**config.mk**
```make
export PLATFORM = sky130hd
export DESIGN_NAME = pipe_stage_reg
export DESIGN_NICKNAME = d
export VERILOG_FILES = /design/src/rtl/pipe_pkg.sv /design/src/rtl/pipe_slot.sv /design/src/rtl/pipe_stage_reg.sv
export SDC_FILE = /design/constraint.sdc
export NUM_CORES = 1
export LEC_CHECK = 0
export CORE_MARGIN = 2
export CORE_UTILIZATION = 50
export CTS_CLUSTER_SIZE = 10
export DETAILED_ROUTE_END_ITERATION = 10
export GPL_TIMING_DRIVEN = 0
export PLACE_DENSITY = 0.77
export SLEW_MARGIN = 30
export SYNTH_ARGS = -nofsm -noshare
export SYNTH_HDL_FRONTEND = slang
export SYNTH_SLANG_ARGS = --single-unit
```
**constraint.sdc**
```tcl
create_clock -name clk_i -period 2 [get_ports clk_i]
set_clock_uncertainty 0.05 [all_clocks]
set_input_delay 0.4 -clock clk_i [delete_from_list [all_inputs] [get_ports clk_i]]
set_output_delay 0.4 -clock clk_i [all_outputs]
set_load 0.05 [all_outputs]
```
**src/rtl/pipe_pkg.sv**
```systemverilog
// -----------------------------------------------------------------------------
// pipe_pkg
//   Shared definitions for the elastic pipeline stage register:
//   - default control / payload widths
//   - ID/EX control-vector bit offsets used by the instantiating stage to pack
//     and unpack the opaque control vector
//   - skid-mode occupancy state enum and its occupancy decode
// -----------------------------------------------------------------------------
package pipe_pkg;

  localparam int unsigned CTRL_W_DEF = 10;
  localparam int unsigned DATA_W_DEF = 128;

  // ID/EX control vector layout (bit offsets inside ctrl)
  localparam int unsigned IDEX_REG_WRITE  = 0;
  localparam int unsigned IDEX_MEM_TO_REG = 1;
  localparam int unsigned IDEX_MEM_READ   = 2;
  localparam int unsigned IDEX_MEM_WRITE  = 3;
  localparam int unsigned IDEX_ALU_OP_LSB = 4;  // ALUOp occupies [6:4]
  localparam int unsigned IDEX_ALU_OP_W   = 3;
  localparam int unsigned IDEX_ALU_SRC    = 7;
  localparam int unsigned IDEX_BRANCH     = 8;
  localparam int unsigned IDEX_SPARE      = 9;

  // Entries held in skid mode: main is always filled before skid.
  typedef enum logic [1:0] {
    EMPTY = 2'd0,
    ONE   = 2'd1,
    FULL  = 2'd2
  } pipe_state_t;

  function automatic logic [1:0] state_occupancy(input pipe_state_t s);
    case (s)
      ONE:     return 2'd1;
      FULL:    return 2'd2;
      default: return 2'd0;
    endcase
  endfunction

endpackage

```
**src/rtl/pipe_slot.sv**
```systemverilog
// -----------------------------------------------------------------------------
// pipe_slot
//   One pipeline entry: valid flag plus control and payload registers.
//   clear_i has priority over load_i; with neither asserted the entry holds.
//   A cleared (invalid) entry always holds all-zero ctrl and data.
// Ports:
//   clk_i, rst_i      clock, asynchronous active-low reset
//   clear_i           empty the entry (zero ctrl/data)
//   load_i            capture ctrl_i/data_i as a valid entry
//   ctrl_i, data_i    entry contents to load
//   valid_o           entry valid
//   ctrl_o, data_o    stored contents (zero when invalid)
// -----------------------------------------------------------------------------
module pipe_slot
  import pipe_pkg::*;
#(
  parameter int unsigned CTRL_W = CTRL_W_DEF,
  parameter int unsigned DATA_W = DATA_W_DEF
) (
  input  logic              clk_i,
  input  logic              rst_i,
  input  logic              clear_i,
  input  logic              load_i,
  input  logic [CTRL_W-1:0] ctrl_i,
  input  logic [DATA_W-1:0] data_i,
  output logic              valid_o,
  output logic [CTRL_W-1:0] ctrl_o,
  output logic [DATA_W-1:0] data_o
);

  logic              valid_q;
  logic [CTRL_W-1:0] ctrl_q;
  logic [DATA_W-1:0] data_q;

  // NOTE: ctrl and data are reset along with valid, not just valid. The
  // outputs are specified as zero whenever the entry is invalid, so an
  // unreset payload would leak X/stale write enables downstream.
  // NOTE: non-blocking assignments in clocked blocks so every flop samples
  // pre-edge values regardless of block evaluation order.
  always_ff @(posedge clk_i or negedge rst_i) begin
    if (!rst_i) begin
      valid_q <= 1'b0;
      ctrl_q  <= '0;
      data_q  <= '0;
    end else if (clear_i) begin
      valid_q <= 1'b0;
      ctrl_q  <= '0;
      data_q  <= '0;
    end else if (load_i) begin
      valid_q <= 1'b1;
      ctrl_q  <= ctrl_i;
      data_q  <= data_i;
    end
  end

  assign valid_o = valid_q;
  assign ctrl_o  = ctrl_q;
  assign data_o  = data_q;

endmodule

```
**src/rtl/pipe_stage_reg.sv**
```systemverilog
// -----------------------------------------------------------------------------
// pipe_stage_reg
//   Elastic pipeline stage register carrying an opaque control vector and a
//   payload with valid/ready handshake, synchronous flush and bubble zeroing.
//   SKID=0: single entry, in_ready_o is combinational from out_ready_i.
//   SKID=1: main + skid entry, in_ready_o and all outputs come from flops.
// Ports:
//   clk_i, rst_i             clock, asynchronous active-low reset
//   flush_i                  kill held entries and the current input
//   in_valid_i / in_ready_o  upstream handshake
//   in_ctrl_i, in_data_i     upstream entry
//   out_valid_o / out_ready_i downstream handshake (main entry)
//   out_ctrl_o, out_data_o   main entry, zero when out_valid_o=0
//   occupancy_o              number of entries held
// -----------------------------------------------------------------------------
module pipe_stage_reg
  import pipe_pkg::*;
#(
  parameter int unsigned CTRL_W = CTRL_W_DEF,
  parameter int unsigned DATA_W = DATA_W_DEF,
  parameter int unsigned SKID   = 1
) (
  input  logic              clk_i,
  input  logic              rst_i,
  input  logic              flush_i,
  input  logic              in_valid_i,
  output logic              in_ready_o,
  input  logic [CTRL_W-1:0] in_ctrl_i,
  input  logic [DATA_W-1:0] in_data_i,
  output logic              out_valid_o,
  input  logic              out_ready_i,
  output logic [CTRL_W-1:0] out_ctrl_o,
  output logic [DATA_W-1:0] out_data_o,
  output logic [1:0]        occupancy_o
);

  logic in_xfer;
  logic out_xfer;

  assign in_xfer  = in_valid_i & in_ready_o;
  assign out_xfer = out_valid_o & out_ready_i;

  if (SKID == 0) begin : g_single

    logic main_load;
    logic main_clear;

    assign in_ready_o = ~out_valid_o | out_ready_i;

    // An accepted input is dropped under flush; otherwise a departing entry
    // is only cleared when nothing replaces it.
    assign main_load  = in_xfer & ~flush_i;
    assign main_clear = flush_i | (out_xfer & ~in_xfer);

    pipe_slot #(.CTRL_W(CTRL_W), .DATA_W(DATA_W)) u_main (
      .clk_i   (clk_i),
      .rst_i   (rst_i),
      .clear_i (main_clear),
      .load_i  (main_load),
      .ctrl_i  (in_ctrl_i),
      .data_i  (in_data_i),
      .valid_o (out_valid_o),
      .ctrl_o  (out_ctrl_o),
      .data_o  (out_data_o)
    );

    assign occupancy_o = {1'b0, out_valid_o};

  end else begin : g_skid

    pipe_state_t       state_q, state_d;
    logic [1:0]        occ_q;
    logic              main_load, main_clear, main_from_skid;
    logic              skid_load, skid_clear;
    logic              skid_valid;
    logic [CTRL_W-1:0] skid_ctrl, main_ctrl_in;
    logic [DATA_W-1:0] skid_data, main_data_in;

    // State register; occupancy is registered alongside it.
    always_ff @(posedge clk_i or negedge rst_i) begin
      if (!rst_i) begin
        state_q <= EMPTY;
        occ_q   <= 2'd0;
      end else begin
        state_q <= state_d;
        occ_q   <= state_occupancy(state_d);
      end
    end

    // Next-state logic.
    // NOTE: every variable written in always_comb gets a default first so no
    // path leaves it unassigned and a latch cannot be inferred.
    always_comb begin
      state_d = state_q;
      if (flush_i) begin
        state_d = EMPTY;
      end else begin
        case (state_q)
          EMPTY:   if (in_xfer) state_d = ONE;
          ONE: begin
            if (in_xfer && !out_xfer)      state_d = FULL;
            else if (!in_xfer && out_xfer) state_d = EMPTY;
          end
          FULL:    if (out_xfer) state_d = ONE;
          default: state_d = EMPTY;
        endcase
      end
    end

    // Slot controls. In FULL no input is accepted, so the skid entry always
    // moves to main before any later input can enter.
    always_comb begin
      main_load      = 1'b0;
      main_clear     = 1'b0;
      main_from_skid = 1'b0;
      skid_load      = 1'b0;
      skid_clear     = 1'b0;
      if (flush_i) begin
        main_clear = 1'b1;
        skid_clear = 1'b1;
      end else begin
        case (state_q)
          EMPTY: main_load = in_xfer;
          ONE: begin
            if (in_xfer && out_xfer) main_load  = 1'b1;
            else if (in_xfer)        skid_load  = 1'b1;
            else if (out_xfer)       main_clear = 1'b1;
          end
          FULL: begin
            if (out_xfer) begin
              main_load      = 1'b1;
              main_from_skid = 1'b1;
              skid_clear     = 1'b1;
            end
          end
          default: begin
            main_clear = 1'b1;
            skid_clear = 1'b1;
          end
        endcase
      end
    end

    assign main_ctrl_in = main_from_skid ? skid_ctrl : in_ctrl_i;
    assign main_data_in = main_from_skid ? skid_data : in_data_i;

    pipe_slot #(.CTRL_W(CTRL_W), .DATA_W(DATA_W)) u_main (
      .clk_i   (clk_i),
      .rst_i   (rst_i),
      .clear_i (main_clear),
      .load_i  (main_load),
      .ctrl_i  (main_ctrl_in),
      .data_i  (main_data_in),
      .valid_o (out_valid_o),
      .ctrl_o  (out_ctrl_o),
      .data_o  (out_data_o)
    );

    pipe_slot #(.CTRL_W(CTRL_W), .DATA_W(DATA_W)) u_skid (
      .clk_i   (clk_i),
      .rst_i   (rst_i),
      .clear_i (skid_clear),
      .load_i  (skid_load),
      .ctrl_i  (in_ctrl_i),
      .data_i  (in_data_i),
      .valid_o (skid_valid),
      .ctrl_o  (skid_ctrl),
      .data_o  (skid_data)
    );

    // The skid entry is valid exactly in FULL, so its valid flop gives a
    // registered ready without a combinational path from out_ready_i.
    assign in_ready_o  = ~skid_valid;
    assign occupancy_o = occ_q;

  end

endmodule

```
* Yosys cells after proc, flatten, opt, wreduce, memory -nomap -nowiden
Index checks and enable logic that the tools add are counted.
** Word-level totals
- Output and inout port bits :: 142
- Word-level logic and storage cells :: 62
- Register bits :: 282
- Input bits :: 143
** Cells by class
- Bitwise logic cells :: 3
- Eq/ne operators :: 4
- Reduce and logical (&&, ||, !) cells :: 10
- Mux-type cells :: 37
** Operators by type and width (number)
- 2-to-1 mux 128 bit :: 5
- 2-to-1 mux 10 bit :: 5
- 2-to-1 mux 1 bit :: 17
- 2-to-1 mux 2 bit :: 5
- one-hot mux 2 bit (3 select lines) :: 1
- equality test 2 x 1 -> 1 bit, second input constant :: 2
- equality test 2 bit, second input constant :: 2
- one-hot mux 1 bit (2 select lines) :: 2
- one-hot mux 2 bit (2 select lines) :: 1
- nonzero test 2 bit :: 2
- OR reduction 2 bit :: 2
- logical AND 1 bit :: 3
- one-hot mux 1 bit (3 select lines) :: 1
- bitwise AND 1 bit :: 2
- logical NOT 1 bit :: 2
- logical NOT 2 bit :: 1
- NOT 1 bit :: 1

* Longest topological paths before layout
- Depth in word-level cells :: 10
- Depth in mapped cells :: 7
- Gate-level depth less buffers :: 4

* Cells and area by module
Synthesis repeated with hierarchy kept, for this count alone.
** Unflattened totals
- Cell total of the unflattened synthesis :: 1078
- Area, all modules :: 13880.8 sq um
** Modules (own cells, without submodules)
- pipe_slot :: area each 5713.0 sq um, cells each 448, instances 2, sequential area each 3478.3 sq um
- pipe_stage_reg :: area each 2454.9 sq um, cells each 182, instances 1, sequential area each 100.1 sq um

* Least setup slack after synthesis
Ideal clock, no wire load.
- Kind :: reg2reg
- Start :: register g_skid.u_main.valid_q, in the netlist g_skid.u_main.valid_o
- End :: register g_skid.u_main.data_q[100], in the netlist g_skid.u_main.data_o[100]
- Cell stages (with the launch flop) :: 8
- Setup slack :: 0.035 ns
- Period minus slack after synthesis :: 1.965 ns
- Required time :: 1.824 ns
- Buffers on the path :: 3
- Arrival time :: 1.789 ns
- Setup time :: 0.126 ns
- Cell sequence :: dfrtp_1 and2_1 buf_6 o32a_2 nor2_4 buf_6 buf_6 a221o_1
** On the way
- Longest elaborated chain between the ends :: 7
- Elaborated cells between the ends (all ways) :: 16
- Those cells by class :: mux (13); bitwise (1); reduce/logical (2)
** Ends and longest elaborated chain
- start, declared :: line pipe_slot.sv:31 : logic valid_q;
- start signal, assigned :: line pipe_slot.sv:42 : valid_q <= 1'b0;
- start signal, assigned :: line pipe_slot.sv:46 : valid_q <= 1'b0;
- start signal, assigned :: line pipe_slot.sv:50 : valid_q <= 1'b1;
- bitwise AND 1 bit (*) :: line pipe_stage_reg.sv:41 : assign out_xfer = out_valid_o & out_ready_i;
- 2-to-1 mux 1 bit :: line pipe_stage_reg.sv:127, pipe_stage_reg.sv:130
- 2-to-1 mux 1 bit (on tied branches) :: line pipe_stage_reg.sv:126, pipe_stage_reg.sv:122
- 2-to-1 mux 1 bit (on tied branches) :: line pipe_stage_reg.sv:125, pipe_stage_reg.sv:118
- one-hot mux 1 bit (2 select lines) / 2-to-1 mux 128 bit (equally long branches) :: line pipe_stage_reg.sv:122, pipe_stage_reg.sv:145
- 2-to-1 mux 1 bit / 2-to-1 mux 128 bit (equally long branches) :: line pipe_stage_reg.sv:118, pipe_slot.sv:49
- 2-to-1 mux 128 bit / nonzero test 2 bit (equally long branches)
- end signal, assigned :: line pipe_slot.sv:52 : data_q <= data_i;
- end, declared :: line pipe_slot.sv:33 : logic [DATA_W-1:0] data_q;
Every way passes the cells marked *; elsewhere a longest branch is shown, timed or not. The select of a mux whose other input is x is not followed.
A chain may end at the register's enable or synchronous reset.

* Worst setup path after layout
- Start :: register g_skid.u_main.valid_q, in the netlist g_skid.u_main.valid_o
- End :: register g_skid.u_main.data_q[38], in the netlist g_skid.u_main.data_o[38]
Same word-level chain as after synthesis.

==> flow_metrics.py <==
metrics = {
    "clocking": {
        "cts_inserted_buffers": 34,
        "insertion_delay_ns": 0.50,
        "max-clock-path-buffers": 3,
        "clk_pin_slew_worst_paths_ns": 0.05,
        "clock_tree_sinks": 282,
        "cts.htree.levels": 2,
        "cts_tree": "yes",
        "clockRootBuffer": "sky130_fd_sc_hd__clkbuf_16",
    },
    "floorplan": {
        "placementRows": 56,
        "die_area_sq_um": 24800,
        "placeable_core_region_sq_um": 23300,
        "design.portCount": 285,
        "die_w_microns": 158,
        "start_util": 0.506,
        "height_of_the_die_microns": 158,
    },
    "synth": {
        "synth_area_leader_cell": "sky130_fd_sc_hd__dfrtp_1",
        "postSynthAreaPerCell_sq_um": 10.7,
        "ys.flop_type": "sky130_fd_sc_hd__dfrtp_1",
        "yosys.cell_count.top_type": "sky130_fd_sc_hd__dfrtp_1",
        "mappedNetlistNets": 1241,
        "synth_seq_cells": 282,
        "post-synth-top-area-fraction": 0.598,
        "synth-edff-count": 0,
        "seq_area_frac_synth": 0.598,
        "netlist-cell-type-count": 30,
        "synth_top_cells_by_area": "sky130_fd_sc_hd__dfrtp_1, sky130_fd_sc_hd__a221o_1, sky130_fd_sc_hd__nand2b_1, sky130_fd_sc_hd__o21ai_0, sky130_fd_sc_hd__nor2_1",
        "async_reset_ff_frac": 1.00,
        "post_syn_area_sq_um": 11800,
        "synth_cells": 1098,
        "commonest_cells_in_the_synthesized_netlist": "sky130_fd_sc_hd__dfrtp_1, sky130_fd_sc_hd__nand2b_1, sky130_fd_sc_hd__nor2_1",
        "warnings_from_yosys": 0,
    },
    "worst_hold_path": {
        "min_delay_worst_type": "input pin to async pin",
    },
    "finish": {
        "layout-area-overhead-vs-synth_pct": 35.9,
        "finalNonFillerCells": 1755,
        "final_design_area_no_fill_sq_um": 16000,
        "drive_gt1_frac": 0.0892,
        "nNetsFinal": 1570,
        "num-fill-cells": 1825,
    },
    "placement": {
        "place_area_sq_um": 15100,
        "place_inst": 1704,
        "port_buffers": 284,
        "gpl.final_weighted_congestion": 0.823,
        "dp_hpwl_microns": 22500,
    },
    "detailed_routing": {
        "initialDrtViolationCount": 612,
        "drt-vias-per-instance": 5.56,
        "drt-wirelength-per-cell_microns": 18.7,
        "drt-total-wl_microns": 32800,
        "ant_nets": 0,
        "dr_total_vias": 9753,
        "dr.pass1.iters": 5,
        "drcViolationCount": 0,
    },
    "timing": {
        "final_count_of_negative_setup_slack_endpoints": 0,
        "slew_viol_final": 0,
        "worst_pin_slew_ns": 0.582,
        "timing.final.crit_period_ns": 1.94,
        "timing.slew.headroom": 0.614,
        "share_of_the_clock_period_used_by_the_worst_path": 0.970,
        "fmax_mhz": 515,
        "grt_setup_unrepaired": "yes",
        "report.final.hold_viol_count": 0,
    },
    "setup_path": {
        "arrival_ns": 2.26,
        "path_max_fanout": 10,
        "setup.reg_to_reg.worst_slack_ns": 0.06,
        "worstReg2RegStart": "g_skid.u_main.valid_o",
        "critPathRequiredTime_ns": 2.32,
        "worst_path_dominant_cell_family": "buffers and inverters",
        "worst-r2r-cell-count": 8,
        "cpPeakStageDelay_ns": 0.42,
        "crit_path_cell_trace": "and2_1 > buf_6 > nand3b_1 > buf_4 > buf_6 > buf_2 > nor2_1 > a221o_1",
        "rr_endpoint": "g_skid.u_main.data_o[38]",
        "worst_setup_path_end_kind": "flop",
        "crit_type": "flop to flop",
        "worst-path-buf-inv": 4,
        "start_kind": "flop",
        "worst_path_slowest_cell": "sky130_fd_sc_hd__dfrtp_1",
        "worst_path_most_repeated_cell": "sky130_fd_sc_hd__buf_6",
    },
    "global_routing": {
        "overflow": 0,
        "maximum_number_of_pins_on_one_net_before_global_route_repair": 86,
        "global_route.usage.total": 0.261,
        "grt_antenna_before_repair": 0,
        "grt_pass1_wl_microns": 50900,
        "grt_pass1_vias": 9586,
    },
    "run_status": {
        "run_status": "completed",
    },
    "power_and_ir_drop": {
        "power.ir.vdd_worst_v": 0.000581,
        "power.density_cell_area_nw_per_um2": 1020,
        "leakage_nw": 7.49,
        "fin_total_pwr_mw": 16.4,
    },
    "run": {
        "timing.max_cap.violations": 0,
    },
}
==> report_power, final <==
part	switching (mW)	internal, mW	total (mW)
logic	2.86	1.38	4.23
registers	0.313	6.31	6.62
clock network	2.19	3.32	5.51
==> cell families (layout without fill, tap and decap cells) <==
logic type / after synthesis / count (layout) / synth area share
and+or+nand+nor: 431 / 431 / 0.171
AOI/OAI and AO/OA: 286 / 286 / 0.182
DFF: 282 / 282 / 0.598
buffers and inverters: 97 / 434 / 0.0473
xor gates and xnor gates: 1 / 1 / 0.000742
muxes: 1 / 1 / 0.000848
other: 0 / 1 / 0
==> state kept, by name, indices dropped and copies added (netlist names) <==
| signal | flops |
|---|---|
| g_skid.u_main.valid_o | 1 |
| g_skid.u_skid.valid_o | 1 |
| occupancy_o | 2 |
| g_skid.u_skid.data_o | 128 |
| g_skid.u_main.data_o | 128 |
| g_skid.u_skid.ctrl_o | 10 |
| g_skid.state_q | 2 |
| g_skid.u_main.ctrl_o | 10 |
==> metal layers <==
layer / global-route usage / routed length, microns
met5: 0 / 0
met4: 0.0758 / 639
met1: 0.359 / 14200
met3: 0.0616 / 2430
met2: 0.416 / 15500
==> placed cells by master (no fill, tap or decap), types with 2 or more instances in the layout <==
master,n
sky130_fd_sc_hd__a21oi_1,2
sky130_fd_sc_hd__buf_2,35
sky130_fd_sc_hd__clkbuf_16,39
sky130_fd_sc_hd__clkbuf_1,25
sky130_fd_sc_hd__nor2_1,141
sky130_fd_sc_hd__inv_1,3
sky130_fd_sc_hd__clkdlybuf4s50_1,141
sky130_fd_sc_hd__nor3_1,2
sky130_fd_sc_hd__buf_6,17
sky130_fd_sc_hd__nand2_1,140
sky130_fd_sc_hd__a221o_1,138
sky130_fd_sc_hd__dfrtp_1,282
sky130_fd_sc_hd__o22ai_1,3
sky130_fd_sc_hd__buf_16,3
sky130_fd_sc_hd__buf_4,10
sky130_fd_sc_hd__clkbuf_2,12
sky130_fd_sc_hd__nand2b_1,141
sky130_fd_sc_hd__clkbuf_4,3
sky130_fd_sc_hd__o21ai_0,137
sky130_fd_sc_hd__dlygate4sd2_1,140
==> how the worst max path moves through the flow <==
stage | startpoint | to | slack [ns] | cells past startpoint
6_report | g_skid.u_main.valid_o | g_skid.u_main.data_o[38] | 0.06 | 8
5_1_grt | g_skid.state_q[1] | g_skid.u_main.data_o[32] | -0.03 | 6
4_1_cts | g_skid.u_main.valid_o | g_skid.u_main.data_o[38] | 0.008 | 7
3_5_place_dp | out_ready_i | g_skid.u_main.data_o[57] | -0.62 | 8
3_3_place_gp | rst_i | g_skid.u_skid.data_o[62] | -11.33 | 1
2_1_floorplan | g_skid.u_main.valid_o | g_skid.u_main.data_o[100] | 0.04 | 7
==> what timing repair did <==
item,in CTS,in global routing
gates cloned,0,2
pin swaps,0,1
gates resized for setup,150,15
endpoints found under the hold margin,48,0
setup endpoints to repair,291,337
setup buffers,0,3
hold buffers,1,0
==> through the flow <==
| step | setup TNS, ns | setup WS [ns] | hold WS [ns] | util |
|---|---|---|---|---|
| finish | 0 | 0.0594 | 0.334 | 0.687 |
| global route | -0.607 | -0.0303 | 0.359 | 0.687 |
| CTS | 0 | 0.00791 | 0.340 | 0.683 |
| detailed placement | -130.33 | -0.619 | 0.271 | 0.648 |
| global placement | -3303.42 | -11.33 | 0.445 | 0.645 |
| floorplan | 0 | 0.0352 | 0.0544 | - |
==> final cells by class <==
type	instances	area, sq um	share of cell area
Clock buffer	44	962	0.0600
Multi-Input combinational cell	719	4190	0.261
Sequential cell	282	7060	0.440
Buffer	94	577	0.0360
Tap cell	319	399	0.0249
Inverter	3	11.3	0.000702
Antenna cell	1	2.50	0.000156
Timing Repair Buffer	293	2840	0.177
Power figures use the tool's default switching activity.
==> RTL edit, RTL diff (same settings) <==
Reset style: synchronous (`rst_i`), changed in 2 clocked blocks. Comments in the files are not updated.
--- a/src/rtl/pipe_slot.sv
+++ b/src/rtl/pipe_slot.sv
@@ -37,7 +37,7 @@
   // unreset payload would leak X/stale write enables downstream.
   // NOTE: non-blocking assignments in clocked blocks so every flop samples
   // pre-edge values regardless of block evaluation order.
-  always_ff @(posedge clk_i or negedge rst_i) begin
+  always_ff @(posedge clk_i) begin
     if (!rst_i) begin
       valid_q <= 1'b0;
       ctrl_q  <= '0;
--- a/src/rtl/pipe_stage_reg.sv
+++ b/src/rtl/pipe_stage_reg.sv
@@ -77,7 +77,7 @@
     logic [DATA_W-1:0] skid_data, main_data_in;
 
     // State register; occupancy is registered alongside it.
-    always_ff @(posedge clk_i or negedge rst_i) begin
+    always_ff @(posedge clk_i) begin
       if (!rst_i) begin
         state_q <= EMPTY;
         occ_q   <= 2'd0;
Behaviour: differs if rst_i is asserted again (counterexample within 4 cycles, from zero or initial values and one cycle with rst_i low); with rst_i held inactive, the same outputs for 4 cycles.
==> RTL edit against the unedited design <==
The flow now finishes with violations (setup timing); synthesized area down 5.7%; sequential share of layout area down 6.6 points; highest routed layer is now met5; first-iteration DRC count down 27%; die area down 5.6%; routed wire length down 5.3%; critical path type is now in2reg; via count up 1.3%; sequential cell count unchanged; final area down 5.8%; largest cell class unchanged; worst setup slack worse by 69 ps.
Power is not compared: it rests on default switching activity, and its combinational part moved more than twofold at a synthesized area within 25%.
==> RTL edit: results (changes against the unedited design) <==
worst reg2reg startpoint=g_skid.state_q[1]; worst setup slack before clock tree synthesis=-894.2 ps (-275.3 ps); WHS=400.1 ps (+66.36 ps); top cells by area in the synthesized netlist=dfxtp_1 (51%), mux2i_1 (13%), nand2_1 (9.3%); final-report setup violation count=5 (+5); worst-case setup margin in the final layout=-9.485 ps (-68.85 ps); share of synthesized area occupied by flip-flops and latches=0.5075 (-0.09043); async set-reset flop share out of synthesis=0 (-1.000); source of the critical timing path=in_valid_i; detailed placer's ending HPWL=21890 um (-2.7%); logic depth of the worst register-to-register path=6 (-2); final weighted congestion of routability-driven global placement=0.8407 (+2.2%); Tot GR Track Use=0.2563 (-0.004686); routed length per instance=16.81 um (-10%); number of fill cells=1843 (+0.99%); list of most frequent post-synthesis cells=dfxtp_1 (282), nand2_1 (277), nor2_1 (140), a21oi_1 (139), mux2i_1 (139); global-route wire length before repair=49140 um (-3.4%); pin count of the biggest net entering global routing=11 (-87%); worst setup slack for register-to-register paths=10 ps (-50 ps); Post-Syn Nets=1385 (+12%); number of antenna violations at the first check in global routing=3 (+3); WP data arrival=2330 ps (+70 ps); DR iter-0 viols=448 (-27%); distinct cell type count after synthesis=32 (+6.7%); Final Net Count=1705 (+8.6%); share of final-layout standard cells stronger than drive strength 1=0.09015 (+0.0009548); slowest cell delay on critical path=490 ps (+70 ps); slew at the pin closest to its max-slew limit=586.6 ps (+4.640 ps); number of enable flip-flop cells after synthesis=0 (unchanged); end point of the critical path=g_skid.u_main.data_o[111]; failing checks=setup timing; detail-routed via count per cell=5.350 (-3.7%); outcome=complete, but fails checks
-- RTL edit: changes by cell type in the layout (fill, tap and decap cells not counted), sizes merged, moves of 3 or more --
cell | unedited run | this run
o21ai | 138 | 2
dfxtp | 0 | 282
buf | 67 | 56
a21oi | 2 | 139
dfrtp | 282 | 0
a221o | 138 | 0
nand2b | 141 | 2
clkbuf | 80 | 86
mux2i | 1 | 139
a211oi | 1 | 138
nand2 | 140 | 277
o22ai | 3 | 0
-- RTL edit: metal layers --
layer,part of all wire,track usage,up-vias
met1,0.42,0.3165,4606
li1,-,-,4904
met5,0.00045,0,-
met3,0.069,0.05727,67
met2,0.48,0.4349,297
met4,0.034,0.1019,2
-- RTL edit: final cells by class --
class,instances,share of cell area
Sequential cell,282,0.3739
Multi-Input combinational cell,854,0.3217
Timing Repair Buffer,284,0.1763
Clock buffer,36,0.05825
Buffer,105,0.04499
Tap cell,280,0.02320
Clock inverter,2,0.001160
Antenna cell,2,0.0003315
Inverter,1,0.0002486
-- RTL edit: cells by family after synthesis --
group	count (synthesis)	share of synthesized area
XOR/XNOR	1	0.0007875
AO/OA/AOI/OAI	284	0.1609
multiplexers	139	0.1251
buffers and inverters	106	0.05579
flip-flops	282	0.5075
AND/OR/NAND/NOR	430	0.1499
-- RTL edit: through the flow --
stage	area (um^2)	power (W)	util	instances	setup TNS [ps]
finish	15100	0.01291	0.6919	1846	-25.91
global route	15100	0.01335	0.6919	1846	-7885
CTS	15070	0.01297	0.6904	1844	0
detailed placement	14320	0.007866	0.6560	1806	-196480
global placement	14320	0.007852	0.6560	1806	-193160
floorplan	11120	0.007053	-	1242	0
-- RTL edit: timing repair --
action / CTS / global route
cloned: 0 / 0
gates resized for setup: 166 / 37
pin swaps: 0 / 0
setup endpoints to repair: 367 / 245
